**config.mk**
```make
export PLATFORM = sky130hd
export DESIGN_NAME = clock_set_ctrl
export DESIGN_NICKNAME = d
export VERILOG_FILES = /design/src/rtl/clock_pkg.sv /design/src/rtl/mod_inc.sv /design/src/rtl/clock_set_ctrl.sv
export SDC_FILE = /design/constraint.sdc
export NUM_CORES = 1
export LEC_CHECK = 0
export ABC_AREA = 0
export BUFFER_PORTS_ARGS = -buffer_cell sky130_fd_sc_hd__buf_4
export CAP_MARGIN = 10
export CORE_MARGIN = 5
export CORE_UTILIZATION = 46
export CTS_CLUSTER_DIAMETER = 60
export DETAILED_ROUTE_END_ITERATION = 10
export PLACE_DENSITY_LB_ADDON = 0.08
export SKIP_CTS_REPAIR_TIMING = 1
export SLEW_MARGIN = 10
export SYNTH_ARGS = -nofsm -noshare
export SYNTH_HDL_FRONTEND = slang
export SYNTH_HIERARCHICAL = 1
export SYNTH_SLANG_ARGS = --single-unit
```
**constraint.sdc**
```tcl
create_clock -name clk -period 3.14 [get_ports clk]
set_clock_uncertainty 0.15 [all_clocks]
set_input_delay 0.471 -clock clk [delete_from_list [all_inputs] [get_ports clk]]
set_output_delay 0.471 -clock clk [all_outputs]
set_load 0.01 [all_outputs]
```
**src/rtl/clock_pkg.sv**
```systemverilog
// Shared types and constants for the clock time-setting controller.
// Defining CLK_SET_ALARM_EN adds the alarm-edit states to the state type.
package clock_pkg;

    localparam int HRS_W       = 4;
    localparam int MS_W        = 3;
    localparam int DEF_MAX_SEC = 6;
    localparam int DEF_MAX_HRS = 12;

    localparam logic [1:0] SEL_NONE = 2'd0;
    localparam logic [1:0] SEL_HRS  = 2'd1;
    localparam logic [1:0] SEL_MIN  = 2'd2;
    localparam logic [1:0] SEL_SEC  = 2'd3;

    typedef enum logic [2:0] {
        ST_RUN,
        ST_SET_HRS,
        ST_SET_MIN,
        ST_SET_SEC,
        ST_COMMIT
`ifdef CLK_SET_ALARM_EN
        ,
        ST_SET_AL_HRS,
        ST_SET_AL_MIN
`endif
    } state_t;

endpackage

```
**src/rtl/mod_inc.sv**
```systemverilog
// Modulo-N increment of a single time field; wraps MODULUS-1 back to 0.
module mod_inc #(
    parameter int WIDTH   = 3,
    parameter int MODULUS = 6
) (
    input  logic [WIDTH-1:0] val,
    output logic [WIDTH-1:0] nxt
);

    localparam logic [WIDTH-1:0] LAST = WIDTH'(MODULUS - 1);

    // >= rather than == so a stray out-of-range value also lands back on 0
    always_comb nxt = (val >= LAST) ? '0 : val + WIDTH'(1);

endmodule

```
**src/rtl/clock_set_ctrl.sv**
```systemverilog
// Time-setting controller: freezes the clock counter, edits a shadow copy, loads it back.
// Optional alarm editing/compare is compiled in with CLK_SET_ALARM_EN.
module clock_set_ctrl
    import clock_pkg::*;
#(
    parameter int MAX_SEC = DEF_MAX_SEC,
    parameter int MAX_HRS = DEF_MAX_HRS,
    parameter int TIMEOUT = 1000
) (
    input  logic             clk,
    input  logic             rst,
    input  logic             btn_mode,
    input  logic             btn_inc,
`ifdef CLK_SET_ALARM_EN
    input  logic             btn_alarm,
    output logic             alarm_out,
    output logic             alarm_on,
`endif
    input  logic [HRS_W-1:0] cur_hrs,
    input  logic [MS_W-1:0]  cur_min,
    input  logic [MS_W-1:0]  cur_sec,
    output logic             run_en,
    output logic             load,
    output logic [HRS_W-1:0] load_hrs,
    output logic [MS_W-1:0]  load_min,
    output logic [MS_W-1:0]  load_sec,
    output logic [1:0]       sel
);

    localparam int CNT_W = $clog2(TIMEOUT + 1);

    state_t            state, next_state;
    logic              run_en_d, load_d;
    logic [1:0]        sel_d;
    logic              in_set, timed_out;
    logic [CNT_W-1:0]  idle_cnt;
    logic              idle_tick;
    logic [HRS_W-1:0]  shd_hrs, hrs_nxt, cap_hrs;
    logic [MS_W-1:0]   shd_min, min_nxt, cap_min;
    logic [MS_W-1:0]   shd_sec, sec_nxt, cap_sec;
`ifdef CLK_SET_ALARM_EN
    logic [HRS_W-1:0]  al_hrs, al_hrs_nxt;
    logic [MS_W-1:0]   al_min, al_min_nxt;
`endif

    mod_inc #(.WIDTH(HRS_W), .MODULUS(MAX_HRS)) u_inc_hrs (.val(shd_hrs), .nxt(hrs_nxt));
    mod_inc #(.WIDTH(MS_W),  .MODULUS(MAX_SEC)) u_inc_min (.val(shd_min), .nxt(min_nxt));
    mod_inc #(.WIDTH(MS_W),  .MODULUS(MAX_SEC)) u_inc_sec (.val(shd_sec), .nxt(sec_nxt));
`ifdef CLK_SET_ALARM_EN
    mod_inc #(.WIDTH(HRS_W), .MODULUS(MAX_HRS)) u_inc_al_hrs (.val(al_hrs), .nxt(al_hrs_nxt));
    mod_inc #(.WIDTH(MS_W),  .MODULUS(MAX_SEC)) u_inc_al_min (.val(al_min), .nxt(al_min_nxt));
`endif

    assign load_hrs  = shd_hrs;
    assign load_min  = shd_min;
    assign load_sec  = shd_sec;
    assign timed_out = (idle_cnt == CNT_W'(TIMEOUT));

    // Live values that are out of range are captured as 0 so the shadows stay legal
    always_comb begin
        cap_hrs = (int'(cur_hrs) < MAX_HRS) ? cur_hrs : '0;
        cap_min = (int'(cur_min) < MAX_SEC) ? cur_min : '0;
        cap_sec = (int'(cur_sec) < MAX_SEC) ? cur_sec : '0;
    end

    always_comb begin
        in_set = (state == ST_SET_HRS) || (state == ST_SET_MIN) || (state == ST_SET_SEC);
`ifdef CLK_SET_ALARM_EN
        if ((state == ST_SET_AL_HRS) || (state == ST_SET_AL_MIN))
            in_set = 1'b1;
`endif
    end

    always_ff @(posedge clk or posedge rst) begin
        if (rst) begin
            state  <= ST_RUN;
            run_en <= 1'b1;
            load   <= 1'b0;
            sel    <= SEL_NONE;
        end else begin
            state  <= next_state;
            run_en <= run_en_d;
            load   <= load_d;
            sel    <= sel_d;
        end
    end

    always_comb begin
        next_state = state;
        case (state)
            ST_RUN: begin
                if (btn_mode)
                    next_state = ST_SET_HRS;
`ifdef CLK_SET_ALARM_EN
                else if (btn_alarm && !alarm_on)
                    next_state = ST_SET_AL_HRS;
`endif
            end
            ST_SET_HRS: if (btn_mode) next_state = ST_SET_MIN;
            ST_SET_MIN: if (btn_mode) next_state = ST_SET_SEC;
            ST_SET_SEC: if (btn_mode) next_state = ST_COMMIT;
            ST_COMMIT:  next_state = ST_RUN;
`ifdef CLK_SET_ALARM_EN
            ST_SET_AL_HRS: if (btn_mode) next_state = ST_SET_AL_MIN;
            ST_SET_AL_MIN: if (btn_mode) next_state = ST_RUN;
`endif
            default:    next_state = ST_RUN;
        endcase
        if (in_set && !btn_mode && !btn_inc && timed_out)
            next_state = ST_RUN;
    end

    // Outputs are decoded from next_state so the registered copy tracks the state register
    always_comb begin
        run_en_d = 1'b0;
        load_d   = 1'b0;
        sel_d    = SEL_NONE;
        case (next_state)
            ST_RUN:     run_en_d = 1'b1;
            ST_SET_HRS: sel_d = SEL_HRS;
            ST_SET_MIN: sel_d = SEL_MIN;
            ST_SET_SEC: sel_d = SEL_SEC;
            ST_COMMIT:  load_d = 1'b1;
`ifdef CLK_SET_ALARM_EN
            ST_SET_AL_HRS: begin
                run_en_d = 1'b1;
                sel_d    = SEL_HRS;
            end
            ST_SET_AL_MIN: begin
                run_en_d = 1'b1;
                sel_d    = SEL_MIN;
            end
`endif
            default:    run_en_d = 1'b1;
        endcase
    end

    always_ff @(posedge clk or posedge rst) begin
        if (rst) begin
            shd_hrs   <= '0;
            shd_min   <= '0;
            shd_sec   <= '0;
            idle_cnt  <= '0;
            idle_tick <= 1'b0;
`ifdef CLK_SET_ALARM_EN
            al_hrs    <= '0;
            al_min    <= '0;
            alarm_on  <= 1'b0;
            alarm_out <= 1'b0;
`endif
        end else begin
            // Idle counter advances on every second quiet cycle and parks at TIMEOUT
            if (!in_set || btn_mode || btn_inc) begin
                idle_cnt  <= '0;
                idle_tick <= 1'b0;
            end else if (!timed_out) begin
                idle_tick <= ~idle_tick;
                if (idle_tick)
                    idle_cnt <= idle_cnt + CNT_W'(1);
            end

            case (state)
                ST_RUN: begin
                    if (btn_mode) begin
                        shd_hrs <= cap_hrs;
                        shd_min <= cap_min;
                        shd_sec <= cap_sec;
                    end
`ifdef CLK_SET_ALARM_EN
                    else if (btn_alarm && alarm_on)
                        alarm_on <= 1'b0;
`endif
                end
                ST_SET_HRS: if (btn_inc && !btn_mode) shd_hrs <= hrs_nxt;
                ST_SET_MIN: if (btn_inc && !btn_mode) shd_min <= min_nxt;
                ST_SET_SEC: if (btn_inc && !btn_mode) shd_sec <= sec_nxt;
`ifdef CLK_SET_ALARM_EN
                ST_SET_AL_HRS: if (btn_inc && !btn_mode) al_hrs <= al_hrs_nxt;
                ST_SET_AL_MIN: begin
                    if (btn_mode)
                        alarm_on <= 1'b1;
                    else if (btn_inc)
                        al_min <= al_min_nxt;
                end
`endif
                default: ;
            endcase

`ifdef CLK_SET_ALARM_EN
            alarm_out <= alarm_on && (cur_hrs == al_hrs) && (cur_min == al_min)
                         && (cur_sec == '0);
`endif
        end
    end

endmodule

```
==> results.sh, run 1 <==
export IMPL_core_area_um2=3610
export IMPL_grt_usage=0.121
export IMPL_r2r_start="state[1]"
export IMPL_synthCells=173
export IMPL_synth_area_leaders="dfrtp_1 40%, ha_1 5.2%, nor2_1 4.2%, xor2_1 3.6%, mux2_2 3.3%"
export IMPL_max_slew_margin=0.713
export IMPL_yosysWarnings=6
export IMPL_drt_total_wl_um=3050
export IMPL_status="complete, no violations"
export IMPL_rows=22
export IMPL_dr_pass1_iters=4
export IMPL_slowest_stage="dfrtp_1"
export IMPL_p_per_area_nw_per_um2=685
export IMPL_grt_pass1_vias=1182
export IMPL_r2r_cells=4
export IMPL_die_w_um=70.5
export IMPL_gp_congestion=0.769
export IMPL_cts_tree="yes"
export IMPL_cts_sinks=28
export IMPL_syn_num_nets=194
export IMPL_grt_max_degree=29
export IMPL_synth_top_cell_area_share=0.401
export IMPL_synth_avg_cell_area_um2=9.73
export IMPL_final_setup_tns_ns=0
export IMPL_syn_area_um2=1680
export IMPL_finalCritPeriodShare=0.571
export IMPL_cts_clk_slew_worst_paths_ns=0.09
export IMPL_cts_buffers=3
export IMPL_grt_first_pass_wirelength_um=4970
export IMPL_timing_fmax_mhz=557
export IMPL_start_util=0.467
export IMPL_cp_common_cell="nor2_1"
export IMPL_cts_path_max_buffers=2
export IMPL_worstHoldPathType="input pin to async pin"
export IMPL_overflow=0
export IMPL_n_antenna_cell=0
export IMPL_max_stage_delay_ns=0.58
export IMPL_path_cells="nor2_1 -> or4_4 -> o21bai_2 -> nor2_1"
export IMPL_ios=28
export IMPL_detail_route_vias_per_cell=5.08
export IMPL_cp_end_kind="flip-flop"
export IMPL_worstMarginPinSlew_ns=0.428
export IMPL_synthArstFlopShare=1.00
export IMPL_synth_cell_types=41
export IMPL_yosys_area_top_type="dfrtp_1"
export IMPL_ys_ff_latch=28
export IMPL_ant_nets=0
export IMPL_routed_via_count=1261
export IMPL_drv_cap=0
export IMPL_grt_antenna_before_repair=0
export IMPL_ys_seq_area_frac=0.417
export IMPL_vdd_drop_max_mv=0.341
export IMPL_syn_to_final_growth_pct=17.3
export IMPL_reg2reg_to="state[1]"
export IMPL_drtIter0Drc=32
export IMPL_final_cell_mix="27 x dfrtp_1, 27 x buf_4, 19 x nor2_1"
export IMPL_synthFlopType="dfrtp_1"
export IMPL_synth_edf_count=0
export IMPL_chipHeight_um=70.5
export IMPL_dieArea_um2=4970
export IMPL_clk_latency_ns=0.27
export IMPL_final_max_slew_viol_count=0
export IMPL_hpwl_um=2290
export IMPL_htreeDepth=1
export IMPL_drc_errors=0
export IMPL_crit_type="flip-flop to flip-flop"
export IMPL_io_buffers=27
export IMPL_arrival_ns=1.79
export IMPL_cp_required_ns=3.14
export IMPL_layout_min_cycle_time_ns=1.79
export IMPL_crit_fanout=12
export IMPL_final_nets=222
export IMPL_detail_route_wl_per_cell_um=12.3
export IMPL_root_buffer="clkbuf_8"
export IMPL_drive_gt1_frac=0.255
export IMPL_reg2reg_setup_slack_ns=1.35
export IMPL_total_power_mw=1.35
export IMPL_rsz0062_at_grt="false"
export IMPL_finalHoldViolCount=0
export IMPL_leakagePower_nw=0.889
export IMPL_startpoint_type="flip-flop"
export IMPL_setup_viol=0
[through the flow]
stage / area, um^2 / util / instances / setup slack (ns) / hold slack, ns
2_1_floorplan: 1680 / - / 173 / 1.48 / 0.347
3_3_place_gp: 1900 / 0.528 / 243 / 1.29 / 0.376
3_5_place_dp: 1900 / 0.528 / 243 / 1.27 / 0.380
4_1_cts: 1950 / 0.540 / 247 / 1.34 / 0.237
5_1_grt: 1980 / 0.548 / 248 / 1.23 / 0.0260
6_report: 1980 / 0.548 / 248 / 1.35 / 0.0222
[area by class of cell]
class,instances,area [um^2]
Multi-Input combinational cell,131,905
Sequential cell,28,702
Timing Repair Buffer,28,230
Tap cell,48,60.1
Fill cell,328,1630
Clock buffer,4,45.0
Inverter,9,33.8
[routing by layer]
layer	part of all wire	wire, um	vias up	GRT usage
met5	0	0	-	0
met4	0.0079	24	0	0.0404
met3	0.027	82	2	0.0230
met2	0.51	1550	16	0.215
met1	0.46	1390	589	0.147
li1	-	-	654	-
[sequential cells by signal, summed over array words and instances (netlist names)]
signal / count
sel: 2
load_sec: 3
load_min: 3
state: 3
load_hrs: 4
idle_cnt: 10
load: 1
idle_tick: 1
run_en: 1
[critical path: cells and delay by family (launching register included)]
family / cells / cell delay [ns]
and+or+nand+nor: 3 / 0.72
AOI/OAI and AO/OA: 1 / 0.24
DFF: 1 / 0.58
[synth_stat cells (all sizes together), types with 3 or more instances]
library cell  count
a21oi             9
and3              3
buf               5
dfrtp            27
ha                7
inv               9
mux2              5
mux2i             4
nand2            15
nand2b            5
nand3             4
nand3b            5
nor2             22
nor2b             3
nor3b             3
o21a              3
o21ai            11
xnor2             3
xor2              7
[where the power goes]
| part | internal, mW | total, mW | leakage, nW | switching, mW |
|---|---|---|---|---|
| sequential | 0.451 | 0.582 | 0.368 | 0.131 |
| clock | 0.0906 | 0.191 | 0.0228 | 0.101 |
| combinational | 0.309 | 0.580 | 0.498 | 0.271 |
| total | 0.850 | 1.35 | 0.889 | 0.503 |
[worst max path at each step]
| stage | startpoint | endpoint | slack (ns) | cells after the start |
|---|---|---|---|---|
| floorplan | btn_mode | load_sec[0] | 1.48 | 4 |
| global placement | btn_mode | state[1] | 1.29 | 4 |
| detailed placement | btn_mode | sel[1] | 1.27 | 4 |
| CTS | state[1] | state[1] | 1.34 | 4 |
| global route | state[1] | state[1] | 1.23 | 4 |
| finish | state[1] | state[1] | 1.35 | 4 |
[kinds of logic (layout without fill, tap and decap cells)]
family | after synthesis | after routing | synth area share
buffers and inverters | 14 | 41 | 0.0461
AOI/OAI and AO/OA | 31 | 31 | 0.124
DFF | 28 | 28 | 0.417
adders and majority gates | 7 | 7 | 0.0520
and+or+nand+nor | 74 | 74 | 0.252
xor gates and xnor gates | 10 | 10 | 0.0520
muxes | 9 | 9 | 0.0572
Power figures use the tool's default switching activity.
==> run 2, diff against run 1 <==
==> constraint.sdc (replaced) <==
create_clock -name clk -period 1.6 [get_ports clk]
set_clock_uncertainty 0.15 [all_clocks]
set_input_delay 0.24 -clock clk [delete_from_list [all_inputs] [get_ports clk]]
set_output_delay 0.24 -clock clk [all_outputs]
set_load 0.01 [all_outputs]
==> run 2 against run 1 <==
The run now ends with negative setup slack left. Utilization up 6.8 points. Worst setup slack worse by 1.4 ns. Non-clock buffer count up 22. Global-route usage up 2.3 points. Routed wire length grew 17%. Critical endpoint is now load_sec[2]. Critical path depth rose by 3. Critical path type unchanged. Clock-buffer cell count stayed put.
==> results.sh, run 2 (synthesis gave the netlist of run 1 again) <==
export IMPL_drive_gt1_frac=0.405
export IMPL_worstMarginPinSlew_ns=0.364
export IMPL_reg2reg_to="load_sec[2]"
export IMPL_htreeDepth=1
export IMPL_grt_pass1_vias=1397
export IMPL_ant_nets=0
export IMPL_finalCritPeriodShare=1.01
export IMPL_worst_slack_ns=-0.00914
export IMPL_grt_usage=0.145
export IMPL_detail_route_vias_per_cell=5.19
export IMPL_r2r_cells=7
export IMPL_final_cell_mix="47 x buf_4, 23 x dfrtp_1, 18 x nor2_1"
export IMPL_detail_route_wl_per_cell_um=13.2
export IMPL_routed_via_count=1402
export IMPL_worstHoldPathType="input pin to flip-flop"
export IMPL_rsz0062_at_grt="true"
export IMPL_cp_required_ns=1.62
export IMPL_crit_path_start="load_sec[1]"
export IMPL_dr_pass1_iters=4
export IMPL_layout_commonest_cell="buf_4"
export IMPL_final_util=0.616
export IMPL_cts_buffers=3
export IMPL_pre_cts_slack_ns=-0.0378
export IMPL_die_w_um=70.5
export IMPL_gp_congestion=0.785
export IMPL_vdd_drop_max_mv=0.770
export IMPL_max_slew_margin=0.757
export IMPL_largest_reg_flops=10
export IMPL_crit_type="flip-flop to flip-flop"
export IMPL_layout_min_cycle_time_ns=1.61
export IMPL_r2r_start="load_sec[1]"
export IMPL_top_register="idle_cnt"
export IMPL_startpoint_type="flip-flop"
export IMPL_grt_first_pass_wirelength_um=5970
export IMPL_ios=28
export IMPL_setup_viol=1
export IMPL_drt_total_wl_um=3560
export IMPL_violations="negative setup slack"
export IMPL_dieArea_um2=4970
export IMPL_drv_cap=0
export IMPL_root_buffer="clkbuf_8"
export IMPL_arrival_ns=1.63
export IMPL_start_util=0.467
export IMPL_chipHeight_um=70.5
export IMPL_crit_fanout=5
export IMPL_reg2reg_setup_slack_ns=-0.009
export IMPL_finalHoldViolCount=0
export IMPL_multi_input_area_um2=981
export IMPL_timing_fmax_mhz=621
export IMPL_syn_to_final_growth_pct=31.9
export IMPL_cts_clk_slew_worst_paths_ns=0.09
export IMPL_cp_end_kind="flip-flop"
export IMPL_final_nets=244
export IMPL_cts_path_max_buffers=2
export IMPL_p_per_area_nw_per_um2=1420
export IMPL_core_area_um2=3610
export IMPL_final_area_um2=2220
export IMPL_final_fill_count=314
export IMPL_io_buffers=27
export IMPL_n_antenna_cell=0
export IMPL_dpl_instance_area_um2=2060
export IMPL_final_max_slew_viol_count=0
export IMPL_leakagePower_nw=1.00
export IMPL_drtIter0Drc=77
export IMPL_overflow=0
export IMPL_hpwl_um=2590
export IMPL_hold_path_startpoint="cur_hrs[0]"
export IMPL_ff_latch_area_um2=707
export IMPL_drc_errors=0
export IMPL_total_power_mw=3.15
export IMPL_status="finished with violations"
export IMPL_cts_tree="yes"
export IMPL_grt_antenna_before_repair=0
export IMPL_holdPathStages=3
export IMPL_clk_latency_ns=0.27
export IMPL_cts_sinks=28
export IMPL_grt_max_degree=29
export IMPL_rows=22
export IMPL_whs_endpoint="load_hrs[0]"
-- run 2: cell types whose count changed in the layout (fill, tap and decap cells not counted), moves of 3 or more --
cell and change:
ha_1 -3, a21oi_2 +3, buf_4 +20, dfrtp_1 -4, o21ai_0 -5, mux2_4 +3, o21ai_1 +4, dfrtp_2 +4
a21oi_1 -3, mux2_2 -3
-- run 2: per-stage QoR --
| step | setup TNS, ns | std cells | hold WS (ns) |
|---|---|---|---|
| after global placement | 0 | 263 | 0.181 |
| after CTS | -0.123 | 267 | -0.120 |
| after detailed placement | -0.0608 | 263 | 0.188 |
| final | -0.00914 | 270 | 0.100 |
| after floorplan | 0 | 173 | 0.153 |
| after global routing | -0.435 | 270 | 0.114 |
-- run 2: worst max path at each step --
stage,slack (ns),end
2_1_floorplan,0.005,load_sec[1]
3_3_place_gp,0.02,load_sec[2]
3_5_place_dp,-0.04,load_sec[2]
4_1_cts,-0.06,load_sec[1]
5_1_grt,-0.07,load_sec[1]
6_report,-0.009,load_sec[2]
-- run 2: cell type report --
| class | count | share of cell area |
|---|---|---|
| inverter | 9 | 0.0152 |
| clock buffer | 4 | 0.0248 |
| tap | 48 | 0.0270 |
| sequential | 28 | 0.318 |
| multi-input combinational | 131 | 0.442 |
| timing repair buffer | 50 | 0.173 |
-- run 2: routing by layer --
layer	global-route usage	part of all wire	up-vias
met3	0.0403	0.044	6
met1	0.166	0.43	669
met5	0	0	-
met4	0.0362	0.011	0
met2	0.264	0.52	33
li1	-	-	694
-- run 2: worst max-delay path: stages, from the launching register on --
cell and delay (ns):
dfrtp_2 0.45, inv_2 0.08, ha_4 0.15, nor4_2 0.05, mux2_2 0.27, inv_2 0.05, o21ai_2 0.05, mux2_4 0.26
-- run 2: where the power goes --
part           switching (mW)  internal [mW]
logic                   0.737          0.876
clock network           0.219          0.220
registers               0.199          0.894
==> run 3, diff against run 2 <==
==> constraint.sdc (replaced) <==
create_clock -name clk -period 2.1 [get_ports clk]
set_clock_uncertainty 0.15 [all_clocks]
set_input_delay 0.315 -clock clk [delete_from_list [all_inputs] [get_ports clk]]
set_output_delay 0.315 -clock clk [all_outputs]
set_load 0.01 [all_outputs]
==> run 3 against run 2 <==
The flow now finishes without violations. Sequential share of layout area increased by 3.9 points. Clock-buffer cell count is the same. Cell count fell by 7.8%. Register-to-register slack improved by 0.29 ns. Via count fell by 9.3%. Largest cell class unchanged. Largest power group unchanged.
==> results.sh, run 3 (synthesis gave the netlist of run 1 again) <==
export IMPL_start_util=0.467
export IMPL_p_per_area_nw_per_um2=1040
export IMPL_detail_route_vias_per_cell=5.10
export IMPL_grt_pass1_vias=1239
export IMPL_cts_path_max_buffers=2
export IMPL_ios=28
export IMPL_top_register="idle_cnt"
export IMPL_clk_latency_ns=0.27
export IMPL_drtIter0Drc=67
export IMPL_die_w_um=70.5
export IMPL_dr_pass1_iters=4
export IMPL_crit_fanout=12
export IMPL_overflow=0
export IMPL_grt_usage=0.133
export IMPL_dieArea_um2=4970
export IMPL_r2r_start="state[1]"
export IMPL_layout_min_cycle_time_ns=1.82
export IMPL_drv_cap=0
export IMPL_status="complete, no violations"
export IMPL_cp_common_cell="nor2_1"
export IMPL_n_antenna_cell=0
export IMPL_final_setup_tns_ns=0
export IMPL_cp_required_ns=2.11
export IMPL_crit_path_start="state[1]"
export IMPL_finalCritPeriodShare=0.867
export IMPL_syn_to_final_growth_pct=16.7
export IMPL_setup_viol=0
export IMPL_leakagePower_nw=0.885
export IMPL_holdPathStages=2
export IMPL_worstHoldPathType="input pin to flip-flop"
export IMPL_chipHeight_um=70.5
export IMPL_final_cell_mix="28 x buf_4, 27 x dfrtp_1, 19 x nor2_1"
export IMPL_htreeDepth=1
export IMPL_reg2reg_to="sel[1]"
export IMPL_layout_commonest_cell="buf_4"
export IMPL_reg2reg_setup_slack_ns=0.28
export IMPL_root_buffer="clkbuf_8"
export IMPL_crit_end="sel[1]"
export IMPL_vdd_drop_max_mv=0.419
export IMPL_drive_gt1_frac=0.254
export IMPL_cp_end_kind="flip-flop"
export IMPL_cts_clk_slew_worst_paths_ns=0.09
export IMPL_max_stage_delay_ns=0.59
export IMPL_rsz0062_at_grt="false"
export IMPL_drt_total_wl_um=3120
export IMPL_r2r_cells=4
export IMPL_finalHoldViolCount=0
export IMPL_ant_nets=0
export IMPL_final_max_slew_viol_count=0
export IMPL_rows=22
export IMPL_timing_fmax_mhz=549
export IMPL_worstMarginPinSlew_ns=0.450
export IMPL_dpl_instance_area_um2=1910
export IMPL_final_area_um2=1970
export IMPL_grt_max_degree=29
export IMPL_largest_reg_flops=10
export IMPL_core_area_um2=3610
export IMPL_slowest_stage="dfrtp_1"
export IMPL_routed_via_count=1271
export IMPL_path_cells="nor2_1 -> or4_4 -> o21bai_2 -> nor2_1"
export IMPL_final_nets=223
export IMPL_drc_errors=0
export IMPL_grt_first_pass_wirelength_um=5410
export IMPL_io_buffers=27
export IMPL_max_slew_margin=0.699
export IMPL_startpoint_type="flip-flop"
export IMPL_arrival_ns=1.83
export IMPL_grt_antenna_before_repair=0
export IMPL_cts_buffers=3
export IMPL_hpwl_um=2350
export IMPL_cts_sinks=28
export IMPL_cts_tree="yes"
export IMPL_crit_type="flip-flop to flip-flop"
export IMPL_detail_route_wl_per_cell_um=12.5
export IMPL_gp_congestion=0.790
## run 3: cell count changes in the layout (fill, tap and decap cells not counted), moves of 4 or more
cell and delta:
dfrtp_2 -4, buf_4 -19, o21ai_1 -4, dfrtp_1 +4, o21ai_0 +5
## run 3: per-layer routing
metal,GRT usage,part of all wire,vias up
li1,-,-,655
met1,0.166,0.46,602
met2,0.236,0.51,12
met3,0.0187,0.026,2
met4,0.0404,0.0077,0
met5,0,0,-
## run 3: metrics by stage
| step | cells | hold WS (ns) | util | setup WS, ns | power (mW) |
|---|---|---|---|---|---|
| 2_1_floorplan | 173 | 0.228 | - | 0.449 | 1.48 |
| 3_3_place_gp | 244 | 0.258 | 0.530 | 0.347 | 1.73 |
| 3_5_place_dp | 244 | 0.260 | 0.530 | 0.302 | 1.76 |
| 4_1_cts | 248 | -0.0423 | 0.542 | 0.285 | 2.06 |
| 5_1_grt | 249 | 0.0940 | 0.545 | 0.188 | 2.22 |
| 6_report | 249 | 0.0966 | 0.545 | 0.279 | 2.04 |
## run 3: worst min path at each step
stage                     slack, ns     from           to
after floorplan                0.23      rst  idle_cnt[0]
after global placement         0.26      rst  load_hrs[3]
after detailed placement       0.26      rst  load_hrs[3]
after CTS                     -0.04      rst  load_hrs[3]
after global routing           0.09  btn_inc       run_en
final                           0.1  btn_inc       run_en
## run 3: cell type report
cell class | count | area, um^2
Timing Repair Buffer | 29 | 220
Clock buffer | 4 | 45.0
Tap cell | 48 | 60.1
Sequential cell | 28 | 702
Fill cell | 336 | 1640
Inverter | 9 | 33.8
Multi-Input combinational cell | 131 | 905
## run 3: critical path: cells and delay by family (launching register included)
family             cells  cell delay (ns)
AOI/OAI and AO/OA      1             0.24
DFF                    1             0.59
and+or+nand+nor        3             0.74
## run 3: power by group
part           internal [mW]  total, mW  switching [mW]
logic                  0.460      0.872           0.412
clock network          0.136      0.298           0.162
registers              0.673      0.869           0.196
